### src/rtl/packet_xor_scheduler_if.sv
// Scheduler-side bus: mask RAM read port, packet-XOR datapath gating/result, and result stream.
// The master side is the scheduler; the slave side is RAM + datapath + downstream consumer.
interface packet_xor_scheduler_if #(
  parameter int K_MAX         = 128,
  parameter int M_MAX         = 128,
  parameter int W             = 4,
  parameter int PACKET_LENGTH = 2
);
  localparam int ROW_W = $clog2(M_MAX*W);

  logic                     mask_rd_en_o;
  logic [ROW_W-1:0]         mask_rd_addr_o;
  logic [K_MAX*W-1:0]       mask_rd_data_i;
  logic [K_MAX*W-1:0]       xor_mask_o;
  logic [PACKET_LENGTH-1:0] xor_result_i;
  logic                     out_valid_o;
  logic                     out_ready_i;
  logic [PACKET_LENGTH-1:0] out_data_o;
  logic [ROW_W-1:0]         out_row_o;

  modport master (
    output mask_rd_en_o, mask_rd_addr_o, xor_mask_o, out_valid_o, out_data_o, out_row_o,
    input  mask_rd_data_i, xor_result_i, out_ready_i
  );

  modport slave (
    input  mask_rd_en_o, mask_rd_addr_o, xor_mask_o, out_valid_o, out_data_o, out_row_o,
    output mask_rd_data_i, xor_result_i, out_ready_i
  );
endinterface

### src/rtl/packet_xor_scheduler.sv
// Walks all m*W parity rows of one encode job: fetch mask, trim to k, gate datapath, stream result.
// Optional backpressure counter on stall_cnt_o enabled by PACKET_XOR_SCHED_STALL_CNT_EN.
module packet_xor_scheduler #(
  parameter int K_MAX         = 128,
  parameter int K_MIN         = 2,
  parameter int M_MAX         = 128,
  parameter int M_MIN         = 2,
  parameter int W             = 4,
  parameter int PACKET_LENGTH = 2
) (
  input  logic                         clk,
  input  logic                         rst,
  input  logic                         start_i,
  input  logic [$clog2(K_MAX+1)-1:0]   k_cfg_i,
  input  logic [$clog2(M_MAX+1)-1:0]   m_cfg_i,
  output logic                         busy_o,
  output logic                         done_o,
  output logic                         cfg_err_o,
  output logic [15:0]                  stall_cnt_o,
  packet_xor_scheduler_if.master       bus
);
  localparam int KW     = $clog2(K_MAX+1);
  localparam int MW     = $clog2(M_MAX+1);
  localparam int ROW_W  = $clog2(M_MAX*W);
  localparam int RCW    = $clog2(M_MAX*W+1);
  localparam int MASK_W = K_MAX*W;

  typedef enum logic [2:0] {
    S_IDLE, S_FETCH, S_APPLY, S_CAPTURE, S_OUT, S_DONE
  } state_t;

  state_t                   r_state, w_state_next;
  logic [KW-1:0]            r_k;
  logic [MW-1:0]            r_m;
  logic [ROW_W-1:0]         r_row;
  logic [MASK_W-1:0]        r_xor_mask;
  logic [MASK_W-1:0]        w_mask_trim;
  logic [K_MAX-1:0]         w_pkt_en;
  logic                     r_out_valid;
  logic [PACKET_LENGTH-1:0] r_out_data;
  logic [ROW_W-1:0]         r_out_row;
  logic                     r_cfg_err;
  logic                     w_cfg_ok, w_start_acc, w_accept, w_last;
  logic [RCW-1:0]           w_row_last;

  assign w_cfg_ok    = (k_cfg_i >= KW'(K_MIN)) && (k_cfg_i <= KW'(K_MAX)) &&
                       (m_cfg_i >= MW'(M_MIN)) && (m_cfg_i <= MW'(M_MAX));
  assign w_start_acc = (r_state == S_IDLE) && start_i && w_cfg_ok;
  assign w_accept    = r_out_valid && bus.out_ready_i;
  assign w_row_last  = RCW'(r_m) * RCW'(W) - RCW'(1);
  assign w_last      = (RCW'(r_row) == w_row_last);

  // Packets at index >= k do not take part in this job, so their words are gated off.
  for (genvar gi = 0; gi < K_MAX; gi++) begin : g_trim
    assign w_pkt_en[gi]             = (KW'(gi) < r_k);
    assign w_mask_trim[gi*W +: W]   = bus.mask_rd_data_i[gi*W +: W] & {W{w_pkt_en[gi]}};
  end

  always_ff @(posedge clk or posedge rst) begin
    if (rst) r_state <= S_IDLE;
    else     r_state <= w_state_next;
  end

  always_comb begin
    w_state_next     = r_state;
    busy_o           = 1'b1;
    done_o           = 1'b0;
    bus.mask_rd_en_o = 1'b0;
    case (r_state)
      S_IDLE: begin
        busy_o = 1'b0;
        if (w_start_acc) w_state_next = S_FETCH;
      end
      S_FETCH: begin
        bus.mask_rd_en_o = 1'b1;
        w_state_next     = S_APPLY;
      end
      S_APPLY:   w_state_next = S_CAPTURE;
      S_CAPTURE: w_state_next = S_OUT;
      S_OUT: begin
        if (w_accept) w_state_next = w_last ? S_DONE : S_FETCH;
      end
      S_DONE: begin
        done_o       = 1'b1;
        w_state_next = S_IDLE;
      end
      default: w_state_next = S_IDLE;
    endcase
  end

  always_ff @(posedge clk or posedge rst) begin
    if (rst) begin
      r_k         <= '0;
      r_m         <= '0;
      r_row       <= '0;
      r_xor_mask  <= '0;
      r_out_valid <= 1'b0;
      r_out_data  <= '0;
      r_out_row   <= '0;
      r_cfg_err   <= 1'b0;
    end else begin
      r_cfg_err <= (r_state == S_IDLE) && start_i && !w_cfg_ok;
      if (w_start_acc) begin
        r_k   <= k_cfg_i;
        r_m   <= m_cfg_i;
        r_row <= '0;
      end
      // RAM data arrives during APPLY; the mask then holds until the next row or job end.
      if (r_state == S_APPLY) r_xor_mask <= w_mask_trim;
      if (r_state == S_DONE)  r_xor_mask <= '0;
      if (r_state == S_CAPTURE) begin
        r_out_valid <= 1'b1;
        r_out_data  <= bus.xor_result_i;
        r_out_row   <= r_row;
      end else if (w_accept) begin
        r_out_valid <= 1'b0;
        if (!w_last) r_row <= r_row + ROW_W'(1);
      end
    end
  end

  assign cfg_err_o          = r_cfg_err;
  assign bus.mask_rd_addr_o = r_row;
  assign bus.xor_mask_o     = r_xor_mask;
  assign bus.out_valid_o    = r_out_valid;
  assign bus.out_data_o     = r_out_data;
  assign bus.out_row_o      = r_out_row;

`ifdef PACKET_XOR_SCHED_STALL_CNT_EN
  logic [15:0] r_stall_cnt;

  always_ff @(posedge clk or posedge rst) begin
    if (rst)                                                    r_stall_cnt <= '0;
    else if (w_start_acc)                                       r_stall_cnt <= '0;
    else if (r_out_valid && !bus.out_ready_i && r_stall_cnt != 16'hFFFF)
                                                                r_stall_cnt <= r_stall_cnt + 16'd1;
  end

  assign stall_cnt_o = r_stall_cnt;
`else
  assign stall_cnt_o = 16'd0;
`endif
endmodule

### src/flat_wrapper.sv
// flat-port wrapper written by rule: the top's interface ports become plain ports
module packet_xor_scheduler_flat 
#(
  parameter int K_MAX         = 128,
  parameter int K_MIN         = 2,
  parameter int M_MAX         = 128,
  parameter int M_MIN         = 2,
  parameter int W             = 4,
  parameter int PACKET_LENGTH = 2
)
  (clk, rst, start_i, k_cfg_i, m_cfg_i, busy_o, done_o, cfg_err_o, stall_cnt_o, bus_mask_rd_en_o, bus_mask_rd_addr_o, bus_xor_mask_o, bus_out_valid_o, bus_out_data_o, bus_out_row_o, bus_mask_rd_data_i, bus_xor_result_i, bus_out_ready_i);
  packet_xor_scheduler_if #(.K_MAX(K_MAX), .M_MAX(M_MAX), .W(W), .PACKET_LENGTH(PACKET_LENGTH)) bus_i ();
  input  logic clk;
  input  logic rst;
  input  logic start_i;
  input  logic [$clog2(K_MAX+1)-1:0] k_cfg_i;
  input  logic [$clog2(M_MAX+1)-1:0] m_cfg_i;
  output logic busy_o;
  output logic done_o;
  output logic cfg_err_o;
  output logic [15:0] stall_cnt_o;
  output wire logic [$bits(bus_i.mask_rd_en_o)-1:0] bus_mask_rd_en_o;
  output wire logic [$bits(bus_i.mask_rd_addr_o)-1:0] bus_mask_rd_addr_o;
  output wire logic [$bits(bus_i.xor_mask_o)-1:0] bus_xor_mask_o;
  output wire logic [$bits(bus_i.out_valid_o)-1:0] bus_out_valid_o;
  output wire logic [$bits(bus_i.out_data_o)-1:0] bus_out_data_o;
  output wire logic [$bits(bus_i.out_row_o)-1:0] bus_out_row_o;
  input wire logic [$bits(bus_i.mask_rd_data_i)-1:0] bus_mask_rd_data_i;
  input wire logic [$bits(bus_i.xor_result_i)-1:0] bus_xor_result_i;
  input wire logic [$bits(bus_i.out_ready_i)-1:0] bus_out_ready_i;
  assign bus_mask_rd_en_o = bus_i.mask_rd_en_o;
  assign bus_mask_rd_addr_o = bus_i.mask_rd_addr_o;
  assign bus_xor_mask_o = bus_i.xor_mask_o;
  assign bus_out_valid_o = bus_i.out_valid_o;
  assign bus_out_data_o = bus_i.out_data_o;
  assign bus_out_row_o = bus_i.out_row_o;
  assign bus_i.mask_rd_data_i = bus_mask_rd_data_i;
  assign bus_i.xor_result_i = bus_xor_result_i;
  assign bus_i.out_ready_i = bus_out_ready_i;
  packet_xor_scheduler #(.K_MAX(K_MAX), .K_MIN(K_MIN), .M_MAX(M_MAX), .M_MIN(M_MIN), .W(W), .PACKET_LENGTH(PACKET_LENGTH)) u_core (.clk(clk), .rst(rst), .start_i(start_i), .k_cfg_i(k_cfg_i), .m_cfg_i(m_cfg_i), .busy_o(busy_o), .done_o(done_o), .cfg_err_o(cfg_err_o), .stall_cnt_o(stall_cnt_o), .bus(bus_i));
endmodule
### config.mk
export PLATFORM = sky130hd
export DESIGN_NAME = packet_xor_scheduler_flat
export DESIGN_NICKNAME = d
export VERILOG_FILES = /design/src/rtl/packet_xor_scheduler_if.sv /design/src/rtl/packet_xor_scheduler.sv /design/src/flat_wrapper.sv
export SDC_FILE = /design/constraint.sdc
export NUM_CORES = 1
export LEC_CHECK = 0
export CAP_MARGIN = 5
export CORE_AREA = 3 3 418 420
export DETAILED_ROUTE_END_ITERATION = 16
export DIE_AREA = 0 0 421 423
export PLACE_DENSITY_LB_ADDON = 0.25
export SYNTH_ARGS = -nofsm -noshare
export SYNTH_HDL_FRONTEND = slang
export SYNTH_SLANG_ARGS = --single-unit
### constraint.sdc
create_clock -name clk -period 27.5 [get_ports clk]
set_input_delay 5.5 -clock clk [delete_from_list [all_inputs] [get_ports clk]]
set_output_delay 5.5 -clock clk [all_outputs]
set_load 0.02 [all_outputs]
==> results.py, run 1 <==
metrics = {
    "status": {
        "status": "finished clean",
    },
    "detailed_routing": {
        "drtIter0Drc": 1157,
        "route.detailed.drc": 0,
        "via_per_inst": 3.75,
        "dr.pass1.iters": 5,
        "ant_nets": 0,
        "wire_per_inst_um": 28.6,
        "vias": 18700,
        "wirelength_mm": 143,
    },
    "timing": {
        "period_share": 0.301,
        "maxSlewHeadroom": 0.285,
        "setup_tns_ps": 0,
        "period_needed_ps": 8290,
        "hold_viol_final": 0,
        "worstMarginPinSlew_ps": 1070,
        "skew_ps": 33.8,
        "rsz0062_at_grt": "no",
        "fmax_mhz": 121,
        "drv_slew": 0,
        "setup_violations": 0,
    },
    "final_layout": {
        "finalNetCount": 3162,
        "finalNonFillerCells": 5000,
        "area_delta_synth_final_pct": 75.9,
        "drive_gt1_frac": 0.0776,
        "post-route-util": 0.216,
        "stdcell_area_sq_um": 36900,
    },
    "synth": {
        "synth_area_sq_um": 21000,
        "synth_edf_count": 0,
        "yosys_warnings": 0,
        "seq_area_frac_synth": 0.659,
        "ys_async_sr_fraction": 1.00,
        "synth_area_per_cell_sq_um": 13.6,
        "postSynthCellCount": 1549,
        "synth.ff_latch_count": 553,
        "yosys.cell_types.count": 53,
        "synth_ff_type": "dfrtp_1",
    },
    "floorplan": {
        "die_area_sq_um": 178000,
        "core_area_sq_um": 171000,
        "io_pins": 1087,
        "core.rowCount": 152,
        "fp.dieW_um": 421,
        "die_y_um": 423,
        "initial_core_util": 0.123,
    },
    "placed_design": {
        "postPlaceCellArea_sq_um": 34500,
        "place_inst": 4860,
        "gp_congestion": 0.883,
        "portBuffers": 1070,
        "hpwl_mm": 113,
    },
    "global_routing": {
        "grt_overflow": 0,
        "grt_use_total": 0.156,
        "grt_pass1_wl_mm": 190,
        "grt_pass1_vias": 19400,
        "antenna_found_initial": 37,
        "grt_max_degree": 135,
    },
    "setup_path": {
        "cp-end-kind": "asynchronous set/reset pin",
        "rrSetupSlack_ps": 22660,
        "critPathLaunchType": "input port",
        "r2r_cells": 8,
        "worstPathMaxFanout": 129,
        "worstPathArrival_ps": 9000,
        "crit_type": "in -> async",
        "required_ps": 28210,
    },
    "clocking": {
        "clk_latency_ps": 690,
        "post-cts-setup-buffer-count": 0,
        "cts_tree": "built",
        "cts-resized-gates": 0,
        "cts_max_path_buffers": 3,
        "htreeDepth": 3,
        "cts-root-buf": "clkbuf_16",
        "cts-buffers-inserted": 74,
        "path_clk_slew_ps": 60,
        "clkSinkCount": 553,
        "ctsHoldBuffers": 0,
    },
    "run": {
        "maxCapViolations": 0,
    },
    "hold_path": {
        "hold_path_depth": 2,
        "hold_path.class": "reg -> reg",
    },
    "pwr": {
        "power_mw": 4.77,
        "p_per_area_nw_per_um2": 129,
        "max-vdd-ir-drop_mv": 0.0523,
        "p_leak_nw": 15.3,
    },
}
layout make-up:
type | instances | area [sq um]
diodes | 8 | 20.0
clock buffers | 103 | 2110
clock inverters | 29 | 308
fillers | 18500 | 134000
inverters | 8 | 37.5
multi-input cells | 888 | 6770
flip-flops and latches | 553 | 13800
well taps | 2310 | 2890
repair buffers | 1101 | 11000
per-layer routing:
| metal | vias up | global-route usage | wire [um] |
|---|---|---|---|
| met3 | 160 | 0.0364 | 7690 |
| met4 | 4 | 0.0381 | 3110 |
| met5 | - | 0 | 27 |
| met2 | 751 | 0.269 | 71900 |
| met1 | 9677 | 0.195 | 60400 |
| li1 | 8139 | - | - |
logic make-up after synthesis:
| logic type | share of synthesized area |
|---|---|
| multiplexers | 0.0151 |
| AND/OR/NAND/NOR | 0.0395 |
| XOR/XNOR | 0.00375 |
| buffers and inverters | 0.0257 |
| adder cells (fa/ha/maj) | 0.00119 |
| other | 0.000179 |
| flip-flops | 0.659 |
| AO/OA/AOI/OAI | 0.256 |
flip-flops by register name, indices dropped and copies added (netlist names):
register                   cells
u_core.bus.xor_mask_o        512
u_core.r_m                     8
u_core.bus.out_row_o           9
u_core.bus.out_data_o          2
u_core.bus.out_valid_o         1
u_core.r_state                 3
u_core.bus.mask_rd_addr_o      9
u_core.r_k                     8
u_core.cfg_err_o               1
where the power goes:
part	switching [mW]	leakage, nW	internal, mW	total (mW)
logic	1.38	6.94	0.990	2.37
clock network	0.411	1.19	0.576	0.988
registers	0.267	7.14	1.14	1.41
through the flow:
step	hold slack, ps	setup slack, ps
3_3_place_gp	468	18340
2_1_floorplan	497	6540
3_5_place_dp	475	18340
4_1_cts	488	19150
5_1_grt	512	18720
6_report	488	19210
critical path, cell delays in order:
cell	delay, ps
clkdlybuf4s50_1	490
inv_8	620
buf_12	630
buf_4	780
buf_4	720
cells in the final DEF, fill, tap and decap left out, types with 4 or more instances in the layout:
| cell | synthesis | routed |
|---|---|---|
| clkdlybuf4s50_1 | 0 | 1070 |
| dfrtp_1 | 553 | 550 |
| a22o_1 | 508 | 508 |
| a21oi_1 | 123 | 120 |
| clkbuf_16 | 0 | 74 |
| nand2_1 | 48 | 47 |
| nor2_1 | 41 | 39 |
| buf_4 | 16 | 29 |
| mux2_2 | 25 | 25 |
| conb_1 | 1 | 16 |
| clkbuf_8 | 0 | 15 |
| clkbuf_1 | 90 | 14 |
| nand3_1 | 12 | 12 |
| clkinv_2 | 0 | 12 |
| o21ai_0 | 11 | 10 |
| diode_2 | 0 | 8 |
| inv_1 | 8 | 7 |
| and3_1 | 7 | 7 |
| nand2b_1 | 7 | 7 |
| or2_2 | 7 | 7 |
| or3_1 | 6 | 6 |
| a211oi_1 | 6 | 6 |
| xnor2_1 | 5 | 5 |
| a31oi_1 | 5 | 5 |
| xor2_1 | 4 | 4 |
| a31o_2 | 4 | 4 |
| a32o_1 | 4 | 4 |
| inv_6 | 0 | 4 |
| bufinv_16 | 0 | 4 |
| clkinvlp_4 | 0 | 4 |
worst paths after layout:
kind | from | to
max | rst | u_core.bus.xor_mask_o[503]$_DFFE_PP0P_
min | u_core.bus.out_row_o[8]$_DFFE_PP0P_ | u_core.bus.out_row_o[8]$_DFFE_PP0P_
min reg2reg | u_core.bus.out_row_o[8]$_DFFE_PP0P_ | u_core.bus.out_row_o[8]$_DFFE_PP0P_
min in group asynchronous | rst | u_core.bus.xor_mask_o[72]$_DFFE_PP0P_
max in group clk | u_core.r_state[1]$_DFFE_PP0P_ | done_o
max reg2reg | u_core.r_state[1]$_DFFE_PP0P_ | u_core.bus.xor_mask_o[303]$_DFFE_PP0P_
synth_stat cells (2+ instances only):
master	count	area [sq um]
a211oi_1	6	45.0
a21o_1	2	15.0
a21oi_1	123	616
a22o_1	508	4450
a31o_2	4	35.0
a31oi_1	5	31.3
a32o_1	4	40.0
and2_0	2	12.5
and2_1	3	18.8
and3_1	7	43.8
and4b_1	3	30.0
buf_1	4	15.0
buf_2	3	15.0
buf_4	16	120
buf_6	2	22.5
clkbuf_1	90	338
dfrtp_1	553	13800
ha_1	2	25.0
inv_1	8	30.0
mux2_2	25	282
mux2i_1	2	20.0
nand2_1	48	180
nand2b_1	7	43.8
nand3_1	12	60.1
nor2_1	41	154
nor2b_1	4	25.0
nor3_1	4	20.0
nor3b_1	3	22.5
nor4_1	3	18.8
o211ai_1	3	22.5
o21ai_0	11	55.1
o22ai_1	2	12.5
or2_2	7	43.8
or3_1	6	37.5
xnor2_1	5	43.8
xor2_1	4	35.0
Note: power is estimated with default switching activity, not from simulation.
==> run 2: changes to the inputs <==
==> constraint.sdc (replaced) <==
create_clock -name clk -period 7.81 [get_ports clk]
set_input_delay 1.562 -clock clk [delete_from_list [all_inputs] [get_ports clk]]
set_output_delay 1.562 -clock clk [all_outputs]
set_load 0.02 [all_outputs]
==> results.py, run 2 (same netlist as run 1, synthesis figures left out) <==
metrics = {
    "pwr": {
        "p_int_mw": 9.74,
        "max-vdd-ir-drop_mv": 0.250,
        "p_leak_nw": 15.4,
        "comb_power_share": 0.499,
        "p_per_area_nw_per_um2": 458,
        "clkPwrFrac": 0.214,
        "power_frac_seq": 0.287,
        "p_sw_mw": 7.33,
        "p_sw_frac": 0.429,
    },
    "timing": {
        "hold_viol_final": 0,
        "worstMarginPinSlew_ps": 1140,
        "whs_ps": 492,
        "period_share": 0.493,
        "maxSlewHeadroom": 0.240,
        "rsz0062_at_grt": "no",
        "setup_violations": 0,
        "drv_slew": 0,
        "fmax_mhz": 259,
        "skew_ps": 13.5,
        "setup_tns_ps": 0,
        "period_needed_ps": 3850,
        "fin_ws_ps": 3960,
    },
    "final_layout": {
        "final_cell_mix": "clkdlybuf4s50_1 (1070), dfrtp_1 (550), a22o_1 (508), a21oi_1 (121), clkbuf_16 (81)",
        "largest_register_ffs": 512,
        "final_common_cell": "clkdlybuf4s50_1",
        "drive_gt1_frac": 0.0803,
        "finalNetCount": 3171,
        "post-route-util": 0.217,
        "area_delta_synth_final_pct": 77.3,
        "fill_cells": 18400,
    },
    "placed_design": {
        "place_ws_ps": 3470,
        "portBuffers": 1070,
        "gp_congestion": 0.884,
        "hpwl_mm": 115,
    },
    "global_routing": {
        "antenna_found_initial": 38,
        "grt_use_total": 0.156,
        "grt_pass1_vias": 19600,
        "grt_pass1_wl_mm": 190,
        "grt_overflow": 0,
        "grt_max_degree": 176,
    },
    "clocking": {
        "post-cts-setup-buffer-count": 0,
        "clkSinkCount": 553,
        "path_clk_slew_ps": 60,
        "ctsHoldBuffers": 0,
        "cts_max_path_buffers": 3,
        "cts_tree": "built",
        "cts-resized-gates": 0,
        "cts-buffers-inserted": 77,
        "cts-root-buf": "clkbuf_16",
        "htreeDepth": 3,
        "clk_latency_ps": 670,
    },
    "floorplan": {
        "initial_core_util": 0.123,
        "core.rowCount": 152,
        "die_area_sq_um": 178000,
        "io_pins": 1087,
        "die_y_um": 423,
        "core_area_sq_um": 171000,
        "fp.dieW_um": 421,
    },
    "detailed_routing": {
        "drtIter0Drc": 1269,
        "wirelength_mm": 144,
        "via_per_inst": 3.74,
        "ant_nets": 0,
        "route.detailed.drc": 0,
        "wire_per_inst_um": 28.8,
        "vias": 18700,
        "dr.pass1.iters": 5,
    },
    "status": {
        "status": "finished clean",
    },
    "setup_path": {
        "rr_startpoint": "u_core.r_k[2]$_DFFE_PP0P_",
        "slowest_stage": "clkdlybuf4s50_1",
        "worstPathArrival_ps": 2290,
        "timing.rr.end": "u_core.bus.xor_mask_o[369]$_DFFE_PP0P_",
        "required_ps": 6250,
        "cp-end-kind": "output pin",
        "path_delay_family": "buffers and inverters",
        "rrSetupSlack_ps": 4470,
        "path_cells": "inv_1 -> and3_1 -> clkdlybuf4s50_1",
        "crit_type": "reg -> out",
        "r2r_cells": 5,
        "worstPathMaxFanout": 6,
        "cp_slowest_stage_delay_ps": 710,
        "path_buf_inv": 2,
        "critPathLaunchType": "flip-flop",
    },
    "hold_path": {
        "hold_path_end": "u_core.bus.out_row_o[8]$_DFFE_PP0P_",
        "hold_path.class": "reg -> reg",
        "hold_path_depth": 2,
        "hp-start": "u_core.bus.out_row_o[8]$_DFFE_PP0P_",
    },
    "run": {
        "maxCapViolations": 0,
    },
}
[run 2: layout make-up]
type                            count  area (sq um)  share of cell area
Tap cell                         2310          2890              0.0776
Timing Repair Buffer             1107         11100               0.298
Antenna cell                        9          22.5            0.000605
Multi-Input combinational cell    888          6770               0.182
Clock inverter                     21           253             0.00679
Sequential cell                   553         13800               0.372
Inverter                            8          33.8            0.000907
Clock buffer                      114          2340              0.0629
[run 2: power by group through the flow]
stage | combinational (mW) | sequential [mW] | clock, mW
3_5_place_dp | 8.72 | 4.90 | 0
6_report | 8.52 | 4.90 | 3.65
3_3_place_gp | 8.70 | 4.92 | 0
4_1_cts | 8.74 | 4.89 | 3.78
2_1_floorplan | 2.82 | 5.93 | 0
5_1_grt | 9.01 | 5.04 | 3.88
[run 2: tightest hold or removal path, delay by kind of cell, from the launching register on]
| kind | cells | cell delay, ps |
|---|---|---|
| compound gates | 1 | 70 |
| simple gates | 1 | 50 |
| flops | 1 | 340 |
[run 2: routing by layer]
layer	track usage	vias up	part of all wire
met5	0	-	0.00028
met4	0.0492	6	0.029
met3	0.0418	193	0.063
met2	0.264	738	0.49
met1	0.193	9649	0.42
li1	-	8148	-
[run 2: worst max path at each step]
stage,start,endpoint,slack [ps],cells after the start
floorplan,rst,u_core.bus.mask_rd_addr_o[0]$_DFF_PP0_,-1280,1
global placement,k_cfg_i[6],u_core.bus.out_row_o[1]$_DFFE_PP0P_,3420,7
detailed placement,k_cfg_i[6],u_core.bus.out_row_o[1]$_DFFE_PP0P_,3470,7
CTS,u_core.r_state[1]$_DFFE_PP0P_,done_o,3860,3
global route,u_core.r_state[1]$_DFFE_PP0P_,done_o,3830,3
finish,u_core.r_state[1]$_DFFE_PP0P_,done_o,3960,3
[run 2: through the flow]
step                      area [sq um]  cells  power [mW]
final                            37200   5010        17.1
after global routing             37200   5006        17.9
after CTS                        37200   5001        17.4
after detailed placement         34600   4866        13.6
after global placement           34600   4866        13.6
after floorplan                  21100   1564        8.75
==> run 3: changes to the inputs <==
==> constraint.sdc (replaced) <==
create_clock -name clk -period 4 [get_ports clk]
set_input_delay 0.8 -clock clk [delete_from_list [all_inputs] [get_ports clk]]
set_output_delay 0.8 -clock clk [all_outputs]
set_load 0.02 [all_outputs]
==> results.py, run 3 (same netlist as run 1, synthesis figures left out) <==
metrics = {
    "detailed_routing": {
        "dr.pass1.iters": 5,
        "wirelength_mm": 145,
        "ant_nets": 0,
        "vias": 18900,
        "drtIter0Drc": 1328,
        "wire_per_inst_um": 28.8,
        "via_per_inst": 3.76,
        "route.detailed.drc": 0,
    },
    "global_routing": {
        "grt_pass1_vias": 19700,
        "grt_overflow": 0,
        "grt_pass1_wl_mm": 192,
        "grt_use_total": 0.157,
        "antenna_found_initial": 38,
        "grt_max_degree": 161,
    },
    "setup_path": {
        "worstPathArrival_ps": 2280,
        "worstPathMaxFanout": 6,
        "critPathLaunchType": "flip-flop",
        "cp-end-kind": "output pin",
        "crit_type": "reg -> out",
        "required_ps": 3200,
    },
    "pwr": {
        "p_per_area_nw_per_um2": 885,
        "p_int_mw": 18.7,
        "clkPwrFrac": 0.204,
        "power_mw": 33.1,
        "p_sw_frac": 0.433,
        "p_sw_mw": 14.3,
        "comb_power_share": 0.505,
        "p_leak_nw": 15.5,
        "power_frac_seq": 0.291,
        "max-vdd-ir-drop_mv": 0.388,
    },
    "hold_path": {
        "hold_path.class": "reg -> reg",
    },
    "final_layout": {
        "stdcell_area_sq_um": 37400,
        "drive_gt1_frac": 0.0887,
        "fill_cells": 18400,
        "area_delta_synth_final_pct": 77.9,
        "final_common_cell": "clkdlybuf4s50_1",
        "final_cell_mix": "clkdlybuf4s50_1 (1070), dfrtp_1 (550), a22o_1 (508), a21oi_1 (121), clkbuf_16 (79)",
        "largest_register_ffs": 512,
        "regArea_sq_um": 13800,
        "multiInputGateArea_sq_um": 6770,
        "finalNetCount": 3198,
    },
    "clocking": {
        "cts-buffers-inserted": 76,
        "cts-resized-gates": 0,
        "post-cts-setup-buffer-count": 0,
        "htreeDepth": 3,
        "cts_tree": "built",
        "clkSinkCount": 553,
        "cts-root-buf": "clkbuf_16",
        "cts_max_path_buffers": 3,
        "path_clk_slew_ps": 50,
        "clk_latency_ps": 670,
        "ctsHoldBuffers": 0,
    },
    "floorplan": {
        "io_pins": 1087,
        "initial_core_util": 0.123,
        "core.rowCount": 152,
        "die_y_um": 423,
        "fp.dieW_um": 421,
        "die_area_sq_um": 178000,
        "core_area_sq_um": 171000,
    },
    "timing": {
        "period_share": 0.770,
        "period_needed_ps": 3080,
        "maxSlewHeadroom": 0.141,
        "rsz0062_at_grt": "no",
        "fmax_mhz": 325,
        "hold_viol_final": 0,
        "worstMarginPinSlew_ps": 1290,
        "setup_violations": 0,
        "drv_slew": 0,
        "skew_ps": 30.3,
    },
    "placed_design": {
        "hpwl_mm": 117,
        "portBuffers": 1070,
        "postPlaceCellArea_sq_um": 34900,
        "gp_congestion": 0.871,
    },
    "status": {
        "status": "finished clean",
    },
    "run": {
        "maxCapViolations": 0,
    },
}
==> run 3: cell count changes in the layout (fill, tap and decap cells not counted), sizes merged <==
cell,before,now
clkinv,12,20
buf,37,65
bufinv,4,1
clkinvlp,5,7
clkbuf,114,105
diode,9,4
==> run 3: critical path, cell delays in order, from the launching register on <==
cell,delay (ps)
dfrtp_1,450
inv_1,200
and3_1,260
clkdlybuf4s50_1,710
==> run 3: cell type report <==
class	count	share of cell area
clock buffer	105	0.0585
tap	2310	0.0774
sequential	553	0.370
antenna	4	0.000268
timing repair buffer	1135	0.306
inverter	8	0.000904
multi-input combinational	888	0.181
clock inverter	28	0.00593
==> run 3: worst paths after layout <==
path                                                           from                                endpoint  slack, ps  depth (start not counted)
worst min-delay path            u_core.bus.out_row_o[8]$_DFFE_PP0P_     u_core.bus.out_row_o[8]$_DFFE_PP0P_        490                          2
worst max-delay path                  u_core.r_state[1]$_DFFE_PP0P_                                  done_o        920                          3
min in group asynchronous                                       rst  u_core.bus.xor_mask_o[161]$_DFFE_PP0P_        580                          2
max in group asynchronous                                       rst  u_core.bus.xor_mask_o[303]$_DFFE_PP0P_       2310                          4
worst min register to register  u_core.bus.out_row_o[8]$_DFFE_PP0P_     u_core.bus.out_row_o[8]$_DFFE_PP0P_        490                          2
worst max register to register            u_core.r_k[1]$_DFFE_PP0P_  u_core.bus.xor_mask_o[464]$_DFFE_PP0P_       1130                          5
==> run 3: routing by layer <==
layer	vias to the layer above	track usage	wire, um
met5	-	0	76
met4	12	0.0373	3100
met3	193	0.0371	8050
met2	761	0.272	72300
met1	9756	0.197	61400
li1	8195	-	-
==> run 3: power by group through the flow <==
stage	Clock [mW]	Sequential (mW)	Combinational, mW
4_1_cts	7.00	9.57	17.2
6_report	6.74	9.61	16.7
5_1_grt	7.20	9.87	17.7
2_1_floorplan	0	11.6	5.50
3_3_place_gp	0	9.62	17.1
3_5_place_dp	0	9.59	17.1
==> run 3: per-stage QoR <==
step / hold WS [ps] / setup WS, ps / setup TNS, ps / utilization / cells
floorplan: 497 / -4330 / -2392170 / - / 1564
global placement: 471 / 702 / 0 / 0.204 / 4893
detailed placement: 484 / 693 / 0 / 0.204 / 4894
CTS: 497 / 833 / 0 / 0.218 / 5027
global route: 499 / 805 / 0 / 0.218 / 5030
finish: 491 / 921 / 0 / 0.218 / 5031
